==> src/rtl/sd_spi_master.sv <==
// sd_spi_master: byte-level SPI master (mode 0, MSB first) for the SD card pins.
// It exchanges a single byte, or runs a read burst in which the first byte
// transmitted is din and the remaining bytes are 0xFF fill. sdclk runs at one
// of two selectable divided rates. The block also sequences the chip select.
module sd_spi_master #(
    parameter int unsigned DIV_SLOW = 34,  // half-period minus 1, slow/init mode
    parameter int unsigned DIV_FAST = 0    // half-period minus 1, fast/data mode
) (
    input  logic       fclk,
    input  logic       rst_n,
    input  logic       cs_ctl,
    input  logic       speed,
    input  logic       start,
    input  logic [7:0] din,
    input  logic [9:0] cnt,
    input  logic       abort,
    output logic [7:0] dout,
    output logic       dout_stb,
    output logic       busy,
    output logic       sdcs_n,
    output logic       sdclk,
    output logic       sddo,
    input  logic       sddi
);

    localparam logic [0:0] ST_IDLE  = 1'b0;
    localparam logic [0:0] ST_SHIFT = 1'b1;

    localparam logic [7:0] DIV_S = 8'(DIV_SLOW);
    localparam logic [7:0] DIV_F = 8'(DIV_FAST);

    logic [0:0] state_q, state_d;
    logic [7:0] hc_q, hc_d;        // half-period down-counter
    logic [7:0] div_q, div_d;      // reload value latched at start
    logic [7:0] tx_q, tx_d;        // transmit shifter, bit 7 is on sddo
    logic [7:0] rx_q, rx_d;        // receive shifter, fills from the LSB
    logic [2:0] bit_q, bit_d;      // falling edges seen in the current byte
    logic [9:0] bytes_q, bytes_d;  // bytes still to go after the current one
    logic [7:0] dout_q, dout_d;
    logic       stb_q, stb_d;
    logic       busy_q, busy_d;
    logic       cs_n_q, cs_n_d;
    logic       sdclk_q, sdclk_d;
    logic       sddo_q, sddo_d;

    logic       tick;       // half-period boundary: sdclk toggles this cycle
    logic       byte_done;  // 8th falling edge of the current byte

    assign tick      = (state_q == ST_SHIFT) && (hc_q == '0);
    assign byte_done = tick && sdclk_q && (bit_q == 3'd7);

    // Next-state logic for the transfer FSM, shifters and pin registers.
    always_comb begin
        // NOTE: every signal gets a default before any branch so that no
        // path leaves it unassigned; a missing default infers a latch.
        state_d  = state_q;
        hc_d     = hc_q;
        div_d    = div_q;
        tx_d     = tx_q;
        rx_d     = rx_q;
        bit_d    = bit_q;
        bytes_d  = bytes_q;
        dout_d   = dout_q;
        stb_d    = 1'b0;
        busy_d   = busy_q;
        cs_n_d   = cs_n_q;
        sdclk_d  = sdclk_q;
        sddo_d   = sddo_q;

        case (state_q)
            ST_IDLE: begin
                // Chip select only tracks cs_ctl between transfers, so a
                // change requested mid-burst lands on the first idle cycle.
                cs_n_d  = ~cs_ctl;
                sdclk_d = 1'b0;
                sddo_d  = 1'b1;
                if (start) begin
                    state_d = ST_SHIFT;
                    busy_d  = 1'b1;
                    tx_d    = din;
                    sddo_d  = din[7];
                    bytes_d = cnt;
                    bit_d   = 3'd0;
                    div_d   = speed ? DIV_F : DIV_S;
                    hc_d    = speed ? DIV_F : DIV_S;
                end
            end

            default: begin  // ST_SHIFT
                if (tick) begin
                    hc_d    = div_q;
                    sdclk_d = ~sdclk_q;
                    if (!sdclk_q) begin
                        // Rising edge: sample MISO.
                        rx_d = {rx_q[6:0], sddi};
                    end else if (bit_q == 3'd7) begin
                        // Final falling edge of the byte: publish it.
                        stb_d  = 1'b1;
                        dout_d = rx_q;
                        bit_d  = 3'd0;
                        if (bytes_q != '0 && !abort) begin
                            bytes_d = bytes_q - 10'd1;
                            tx_d    = 8'hFF;
                            sddo_d  = 1'b1;
                        end else begin
                            state_d = ST_IDLE;
                            busy_d  = 1'b0;
                            sddo_d  = 1'b1;
                        end
                    end else begin
                        // Falling edge: present the next MOSI bit.
                        bit_d  = bit_q + 3'd1;
                        tx_d   = {tx_q[6:0], 1'b1};
                        sddo_d = tx_q[6];
                    end
                end else begin
                    hc_d = hc_q - 8'd1;
                end

                // Abort drops the partial byte; a coincident byte completion
                // was already handled above and ends the transfer itself.
                if (abort && !byte_done) begin
                    state_d = ST_IDLE;
                    busy_d  = 1'b0;
                    sdclk_d = 1'b0;
                    sddo_d  = 1'b1;
                    bit_d   = 3'd0;
                    hc_d    = '0;
                end
            end
        endcase
    end

    // State register; async reset returns the pins to their idle levels.
    always_ff @(posedge fclk or negedge rst_n) begin
        // NOTE: sequential state uses non-blocking assignments only, so every
        // register samples the values from before this clock edge.
        if (!rst_n) begin
            state_q <= ST_IDLE;
            hc_q    <= '0;
            div_q   <= '0;
            tx_q    <= 8'hFF;
            rx_q    <= 8'hFF;
            bit_q   <= '0;
            bytes_q <= '0;
            dout_q  <= 8'hFF;
            stb_q   <= 1'b0;
            busy_q  <= 1'b0;
            cs_n_q  <= 1'b1;
            sdclk_q <= 1'b0;
            sddo_q  <= 1'b1;
        end else begin
            state_q <= state_d;
            hc_q    <= hc_d;
            div_q   <= div_d;
            tx_q    <= tx_d;
            rx_q    <= rx_d;
            bit_q   <= bit_d;
            bytes_q <= bytes_d;
            dout_q  <= dout_d;
            stb_q   <= stb_d;
            busy_q  <= busy_d;
            cs_n_q  <= cs_n_d;
            sdclk_q <= sdclk_d;
            sddo_q  <= sddo_d;
        end
    end

    assign dout     = dout_q;
    assign dout_stb = stb_q;
    assign busy     = busy_q;
    assign sdcs_n   = cs_n_q;
    assign sdclk    = sdclk_q;
    assign sddo     = sddo_q;

endmodule

==> config.mk <==
export PLATFORM = sky130hd
export DESIGN_NAME = sd_spi_master
export DESIGN_NICKNAME = d
export VERILOG_FILES = /design/src/rtl/sd_spi_master.sv
export SDC_FILE = /design/constraint.sdc
export NUM_CORES = 1
export LEC_CHECK = 0
export ABC_AREA = 1
export CAP_MARGIN = 40
export CORE_MARGIN = 5
export CORE_UTILIZATION = 26
export DETAILED_ROUTE_END_ITERATION = 7
export SYNTH_ARGS = -nofsm -noshare
export SYNTH_HDL_FRONTEND = slang
export SYNTH_SLANG_ARGS = --single-unit
==> constraint.sdc <==
create_clock -name fclk -period 1.4 [get_ports fclk]
set_input_delay 0.21 -clock fclk [delete_from_list [all_inputs] [get_ports fclk]]
set_output_delay 0.21 -clock fclk [all_outputs]
set_load 0.01 [all_outputs]
== Yosys cells after proc, flatten, opt, wreduce, memory -nomap -nowiden ==
Cells that the tools add are included.
Word-level totals
  flip-flop bits (word level): 58
  bits in latches: 0
  memory bits (writable): 0
  ROM bits: 0
  input bits: 25
  output and inout port bits: 13
  memories kept: 0
Cells by class
  $add $sub $neg: 3
  multiply operators: 0
  divide/modulo/power cells: 0
  $lt $le $gt $ge: 0
  equality and inequality tests: 10
  shift operators: 0
  muxes and demuxes: 50
  bitwise operators: 3
  reductions and logical operators: 18
Operator list (count)
  $mux W10: 6
  $mux W7: 6
  $mux W8: 4
  $mux W1: 27
  $mux W3: 6
  $reduce_and A5 Y1: 2
  $reduce_bool A10 Y1: 1
  $sub A10 B1 Y10 const B: 1
  $ne A3 B1 Y1 const B: 3
  $logic_not A8 Y1: 1
  $ne A2 B1 Y1 const B: 4
  $reduce_and A4 Y1: 2
  $sub A8 B1 Y8 const B: 1
  $mux W6: 1
  $ne A3 B2 Y1 const B: 2
  $reduce_and A3 Y1: 2
  $logic_and A1 B1 Y1: 5
  $reduce_and A2 Y1: 2
  $add A3 B1 Y3 const B: 1
  $eq A3 B3 Y1 const B: 1
  $not A1 Y1: 3
  $logic_not A1 Y1: 2
  $reduce_bool A2 Y1: 1

== Longest topological paths before layout ==
Gate-level depths: netlist (run 1).
  depth after elaboration: 8
  depth in mapped cells: 10
  mapped depth without buffers: 10

== Worst setup path before layout (run 1) ==
OpenSTA, ideal clock, no wires.
  path type: reg2reg
  start: reg hc_q[0]
  end: reg bytes_q[2]
  setup time: 0.120 ns
  arrival: 1.371 ns
  required time: 1.280 ns
  path slack: -0.091 ns
  cell stages (with the launch flop): 11
  buffers on the path: 1
  clock period less this slack: 1.491 ns
  cells stage by stage: dfrtp_1 > inv_1 > ha_1 > inv_1 > nor2_2 > nand3_4 > nand2_4 > nand3_4 > buf_6 > o21ai_1 > nand2_1
Between the ends
  longest elaborated chain between the ends: 4
RTL lines
  start, declared: line 33  | logic [7:0] hc_q, hc_d;
  start signal, assigned: line 140  | hc_q <= '0;
  start signal, assigned: line 154  | hc_q <= hc_d;
  $logic_not A8 Y1: line 49  | assign tick = (state_q == ST_SHIFT) && (hc_q == '0);
  $logic_and A1 B1 Y1: line 49
  $ne A2 B1 Y1 (no line)
  $reduce_and A5 Y1 (no line)
  end signal, assigned: line 159  | bytes_q <= bytes_d;
  end, declared: line 38  | logic [9:0] bytes_q, bytes_d;
Every way passes these cells.
A chain may end at the register's enable or synchronous reset.

== Worst setup path in the final report (run 1) ==
  start: reg hc_q[1]
  end: reg bytes_q[4]
Same word-level chain as after synthesis.

==> results.cfg, run 1 <==
[global_route]
grt_first_pass_wirelength_um = 12010
antenna_found_initial = 0
grt_pass1_vias = 2546
grtUsageTotal = 0.1123
grt_max_degree = 29
grt_overflow = 0

[floorplanning]
die_w_um = 114.7
dieArea_um2 = 13150
dieHeight_um = 114.7
initial_utilization = 0.2640
rows = 38
core_um2 = 10790
ios = 38

[cts]
cts_tree = yes
cts_buffers = 5
cts.sinks = 51
cts_buffer_depth = 2
insertion_delay_ns = 0.32
cts-root-buf = clkbuf_8
clk_pin_slew_ns = 0.10
htreeDepth = 2

[detailed_routing]
drtPass1Iterations = 4
vias = 2553
routed_via_density = 4.379
wl_per_cell_um = 12.20
totalWireLength_um = 7113
drtIter0Drc = 79
final_antenna_net_count = 0
drc = 0

[placement]
dp_hpwl_um = 5436
gp_congestion = 0.8371
post-place-ws_ns = -0.1650
place.port_buffers = 37

[yosys]
synth-seq-cells = 51
synth_cells = 341
async_flop_share = 1.000
yosys_warnings = 0
synthTopCellsByArea = dfstp_2 23%, dfrtp_1 23%, nand2_1 14%, nand3_1 3.5%, o21ai_1 3.3%
synth_fp_nets = 372
synth-main-ff-cell = dfrtp_1
synth_largest_area_cell = dfstp_2
yosysSeqAreaShare = 0.4589
ys_top_cells_by_count = 105 x nand2_1, 26 x dfrtp_1, 25 x dfstp_2, 25 x inv_1, 20 x nand3_1
postSynthAreaPerCell_um2 = 8.355
synth.top_cell.area_share = 0.2306
synth_area_um2 = 2849
synth_most_common_cell = nand2_1
synth-edff-count = 0
synth.distinct_cells = 38

[cells_and_area]
antenna_cells = 0
fin_util = 0.3809
drive_above_1_share = 0.3950
fill_cells = 1072
fin_nets = 473
area_growth_pct = 44.31

[timing]
skew_ns = 0.007557
max_freq_ghz = 0.6608
slew_viol_final = 0
slew_headroom = 0.7246
layout_min_cycle_time_ns = 1.513
fin_ws_ns = -0.1133
setup_violations = 32
grt_setup_unrepaired = yes
tightest_slew_ns = 0.4132
fin_crit_sh = 1.081
hold_viol = 0
whs_ns = 0.3501

[critical_path]
path_class = register to register
rr_worst_depth = 10
start_kind = register
critPathMaxStageDelay_ns = 0.40
crit_family = simple AND/OR/NAND/NOR gates
crit_chain = inv_2 -> ha_4 -> inv_2 -> nor2_4 -> nand3_4 -> nand2_4 -> nand3_4 -> buf_6 -> o21ai_2 -> nand2_1
rr_startpoint = hc_q[1]
r2r-end = bytes_q[4]
path_max_fanout = 6
slowest_stage = dfrtp_1
critical_path_required_ns = 1.61
reg2reg_slack_ns = -0.11
path_buf_inv = 3
worst-endpoint-arrival_ns = 1.72
worst_setup_path_end_kind = register

[outcome]
violations = negative setup slack
outcome = finished with violations

[power]
vdd_ir_drop_max_uv = 596.8
p_sw_uw = 3558
comb_power_share = 0.588
clkPwrFrac = 0.109
p_leak_uw = 0.001948
p_seq_frac = 0.303
power_density_nw_per_um2 = 2059
p_int_uw = 4909
p_sw_frac = 0.4202

[worst_hold_path]
hold_path_class = primary input to async pin

[job]
maxCapViolCount = 0
[power by group through the flow]
stage	clock network, uW	logic, uW	registers [uW]
finish	927	4980	2560
global placement	0	4400	2550
detailed placement	0	4510	2570
CTS	952	4690	2560
floorplan	0	2720	2550
global route	1010	5570	2630
[flip-flops by register name (all words and copies together) (netlist names)]
register  flops
sdclk         1
div_q         1
hc_q          8
busy          1
dout          8
rx_q          8
bytes_q      10
state_q       1
sdcs_n        1
bit_q         3
tx_q          7
dout_stb      1
sddo          1
[cell usage in the layout (no fill, tap or decap), drive strengths merged, types with 3 or more instances in the layout]
cell type,instances
o21ai,30
dfstp,25
nor2,33
nand4,3
or2,3
nand2,111
nor3,5
inv,36
ha,6
nand3,27
dlygate4sd2,11
a21oi,9
buf,64
clkbuf,5
clkdlybuf4s50,23
dfrtp,26
nand3b,6
o22ai,7
[worst max-delay path by stage]
stage | startpoint | end | depth (start not counted)
CTS | hc_q[0] | bytes_q[5] | 10
detailed placement | start | tx_q[3] | 7
finish | hc_q[1] | bytes_q[4] | 10
global placement | start | tx_q[3] | 7
global route | hc_q[1] | bytes_q[0] | 10
floorplan | hc_q[0] | bytes_q[2] | 10
[cells by family (layout without fill, tap and decap cells)]
| logic type | after synthesis | in the layout | synth area share |
|---|---|---|---|
| compound gates | 50 | 50 | 0.1045 |
| xor+xnor | 3 | 3 | 0.009224 |
| fa+ha+maj | 6 | 6 | 0.02635 |
| buf+inv | 44 | 145 | 0.07158 |
| flops | 51 | 51 | 0.4589 |
| simple gates | 187 | 188 | 0.3294 |
[area by class of cell]
cell class | instances | area (um^2) | area share
multi-input cells | 247 | 1490 | 0.3624
flip-flops and latches | 51 | 1309 | 0.3183
repair buffers | 101 | 897.1 | 0.2182
well taps | 140 | 175.2 | 0.04261
inverters | 36 | 143.9 | 0.03500
clock buffers | 5 | 68.82 | 0.01674
clock inverters | 3 | 27.53 | 0.006695
[layer usage]
layer	track usage	up-vias	share of wire
met5	0	-	0
met4	0.03405	0	0.016
met1	0.1481	1205	0.47
met2	0.1901	30	0.50
li1	-	1306	-
met3	0.01586	12	0.015
[what timing repair did]
item | CTS | global route
setup endpoints to repair | 53 | 49
buffers inserted | 3 | 3
hold endpoints to repair | 6 | 0
pin swaps | 19 | 13
hold buffers | 1 | 0
resized for setup | 33 | 26
cloned | 0 | 1
[worst reg2reg max path, cell delays in order, from the launching register on]
cell and delay [ns]:
dfrtp_1 0.40, inv_2 0.08, ha_4 0.13, inv_2 0.04
nor2_4 0.12, nand3_4 0.11, nand2_4 0.07, nand3_4 0.11
buf_6 0.17, o21ai_2 0.11, nand2_1 0.06
[through the flow]
stage | cells | setup TNS [ns] | power [uW] | cell area, um^2
3_3_place_gp | 567 | -2.924 | 6953 | 3802
4_1_cts | 579 | -2.607 | 8198 | 3986
2_1_floorplan | 341 | -0.2653 | 5271 | 2856
5_1_grt | 583 | -5.470 | 9204 | 4111
3_5_place_dp | 567 | -2.959 | 7078 | 3802
6_report | 583 | -1.761 | 8466 | 4111
(Power assumes the default switching activity.)
==> run 2: changes to the inputs <==
--- a/config.mk
+++ b/config.mk
@@ -8,8 +8,9 @@
 export ABC_AREA = 1
 export CAP_MARGIN = 40
 export CORE_MARGIN = 5
-export CORE_UTILIZATION = 26
+export CORE_UTILIZATION = 40
 export DETAILED_ROUTE_END_ITERATION = 7
+export SKIP_LAST_GASP = 1
 export SYNTH_ARGS = -nofsm -noshare
 export SYNTH_HDL_FRONTEND = slang
 export SYNTH_SLANG_ARGS = --single-unit
==> run 2 against run 1 <==
Effect of this change: utilization rose by 24 points; largest power group unchanged; clock skew barely moved; final cell count fell by 7.0%; largest cell class unchanged; worst setup slack got worse by 0.027 ns; highest routed layer unchanged; routed wire length rose by 5.5%; maximum frequency fell by 1.8%; the flow still finishes with violations (negative setup slack); sequential cell count did not move; combinational power rose by 15%; critical endpoint is now bytes_q[3].
==> results.cfg, run 2 (synthesis gave the netlist of run 1 again) <==
[global_route]
grt_pass1_vias = 2726
grt_overflow = 0
grt_max_degree = 52
grt_first_pass_wirelength_um = 12520
grtUsageTotal = 0.1764
antenna_found_initial = 0

[placement]
dp.cells = 519
placed_area_um2 = 3730
gp_congestion = 0.7938
place.port_buffers = 37
dp_hpwl_um = 5033

[critical_path]
start_kind = register
worst_setup_path_end_kind = register
critical_path_required_ns = 1.61
path_max_fanout = 7
path_class = register to register
rr_worst_depth = 10
worst-endpoint-arrival_ns = 1.75

[job]
maxCapViolCount = 0

[detailed_routing]
routed_via_density = 4.790
drtIter0Drc = 69
vias = 2596
totalWireLength_um = 7501
drc = 0
wl_per_cell_um = 13.84
drtPass1Iterations = 4
final_antenna_net_count = 0

[cts]
cts-root-buf = clkbuf_8
insertion_delay_ns = 0.32
htreeDepth = 2
clk_pin_slew_ns = 0.11
cts_buffers = 5
cts.sinks = 51
cts_tree = yes
cts_buffer_depth = 2

[timing]
max_freq_ghz = 0.6491
hold_viol = 0
slew_headroom = 0.7768
slew_viol_final = 0
grt_setup_unrepaired = yes
layout_min_cycle_time_ns = 1.541
skew_ns = 0.007956
setup_violations = 46
tightest_slew_ns = 0.3336
fin_crit_sh = 1.100
fin_ws_ns = -0.1405

[cells_and_area]
instances_no_fill = 542
antenna_cells = 0
drive_above_1_share = 0.4574
area_growth_pct = 50.64
final_cell_mix = 90 x nand2_1, 49 x buf_4, 25 x dfstp_2
layout_commonest_cell = nand2_1
largest_reg_flops = 10
regMostFlops = bytes_q
final_area_um2 = 4292
fin_util = 0.6248
fin_nets = 476

[floorplanning]
die_w_um = 94.40
dieArea_um2 = 8910
core_um2 = 6869
dieHeight_um = 94.40
initial_utilization = 0.4148
rows = 30
ios = 38

[outcome]
outcome = finished with violations
violations = negative setup slack

[power]
vdd_ir_drop_max_uv = 868.9
power_density_nw_per_um2 = 2159
p_leak_uw = 0.001992

[worst_hold_path]
hold_path_class = primary input to async pin
run 2: cell count changes in the layout (fill, tap and decap cells not counted), moves of 3 or more:
cell and change:
nand2_1 -10, nand2_2 +8, buf_4 -5, buf_6 +4
nor2_4 +4, inv_1 -3, nor2_1 -3, o21ai_2 +3
run 2: per-layer routing:
| layer | vias up | global-route usage | wire length, um | part of all wire |
|---|---|---|---|---|
| li1 | 1308 | - | - | - |
| met1 | 1231 | 0.2268 | 3408 | 0.45 |
| met2 | 45 | 0.2926 | 3618 | 0.48 |
| met3 | 12 | 0.03665 | 341 | 0.045 |
| met4 | 0 | 0.06498 | 133 | 0.018 |
| met5 | - | 0 | 0 | 0 |
run 2: final timing paths:
kind	from	endpoint	slack [ns]
min reg2reg	tx_q[0]	tx_q[0]	0.46
max reg2reg	hc_q[0]	bytes_q[3]	-0.14
min in group fclk	cs_ctl	sdcs_n	0.41
max in group asynchronous	rst_n	tx_q[5]	0.69
max	hc_q[0]	bytes_q[3]	-0.14
min	rst_n	bytes_q[7]	0.39
run 2: timing repair:
item                       in CTS  in global routing
buffers inserted                6                  7
hold endpoints to repair       26                  0
hold buffers                    1                  0
pin swaps                       6                 18
setup endpoints to repair      50                 48
gates cloned                    2                  0
resized for setup              47                 59
run 2: cell type report:
type / instances / area [um^2]
Clock inverter: 3 / 27.53
Fill cell: 595 / 2577
Sequential cell: 51 / 1310
Multi-Input combinational cell: 247 / 1635
Tap cell: 96 / 120.1
Clock buffer: 5 / 68.82
Inverter: 36 / 146.4
Timing Repair Buffer: 104 / 983.4
run 2: stage by stage:
| stage | setup TNS [ns] | power (uW) | setup slack (ns) | hold slack, ns |
|---|---|---|---|---|
| after floorplan | -0.2653 | 5271 | -0.03331 | -0.08559 |
| after global placement | -1.991 | 6915 | -0.1226 | 0.2234 |
| after detailed placement | -2.986 | 6990 | -0.1501 | 0.2199 |
| after CTS | -2.111 | 8560 | -0.1262 | 0.4051 |
| after global routing | -6.529 | 9980 | -0.2238 | 0.4247 |
| final | -3.178 | 9264 | -0.1405 | 0.3858 |
run 2: power breakdown:
group / leakage, uW / switching (uW) / internal, uW
clock: 0.0000467 / 577 / 372
combinational: 0.00135 / 2990 / 2730
sequential: 0.000596 / 406 / 2190
run 2: worst max-delay path: stages (launching register included):
cell and delay [ns]:
dfrtp_1 0.43, inv_2 0.10, ha_4 0.14, inv_2 0.04, nor2_4 0.10, nand3_4 0.10
nand2_4 0.08, nand3_4 0.11, buf_8 0.17, o21ai_2 0.11, nand2_1 0.06
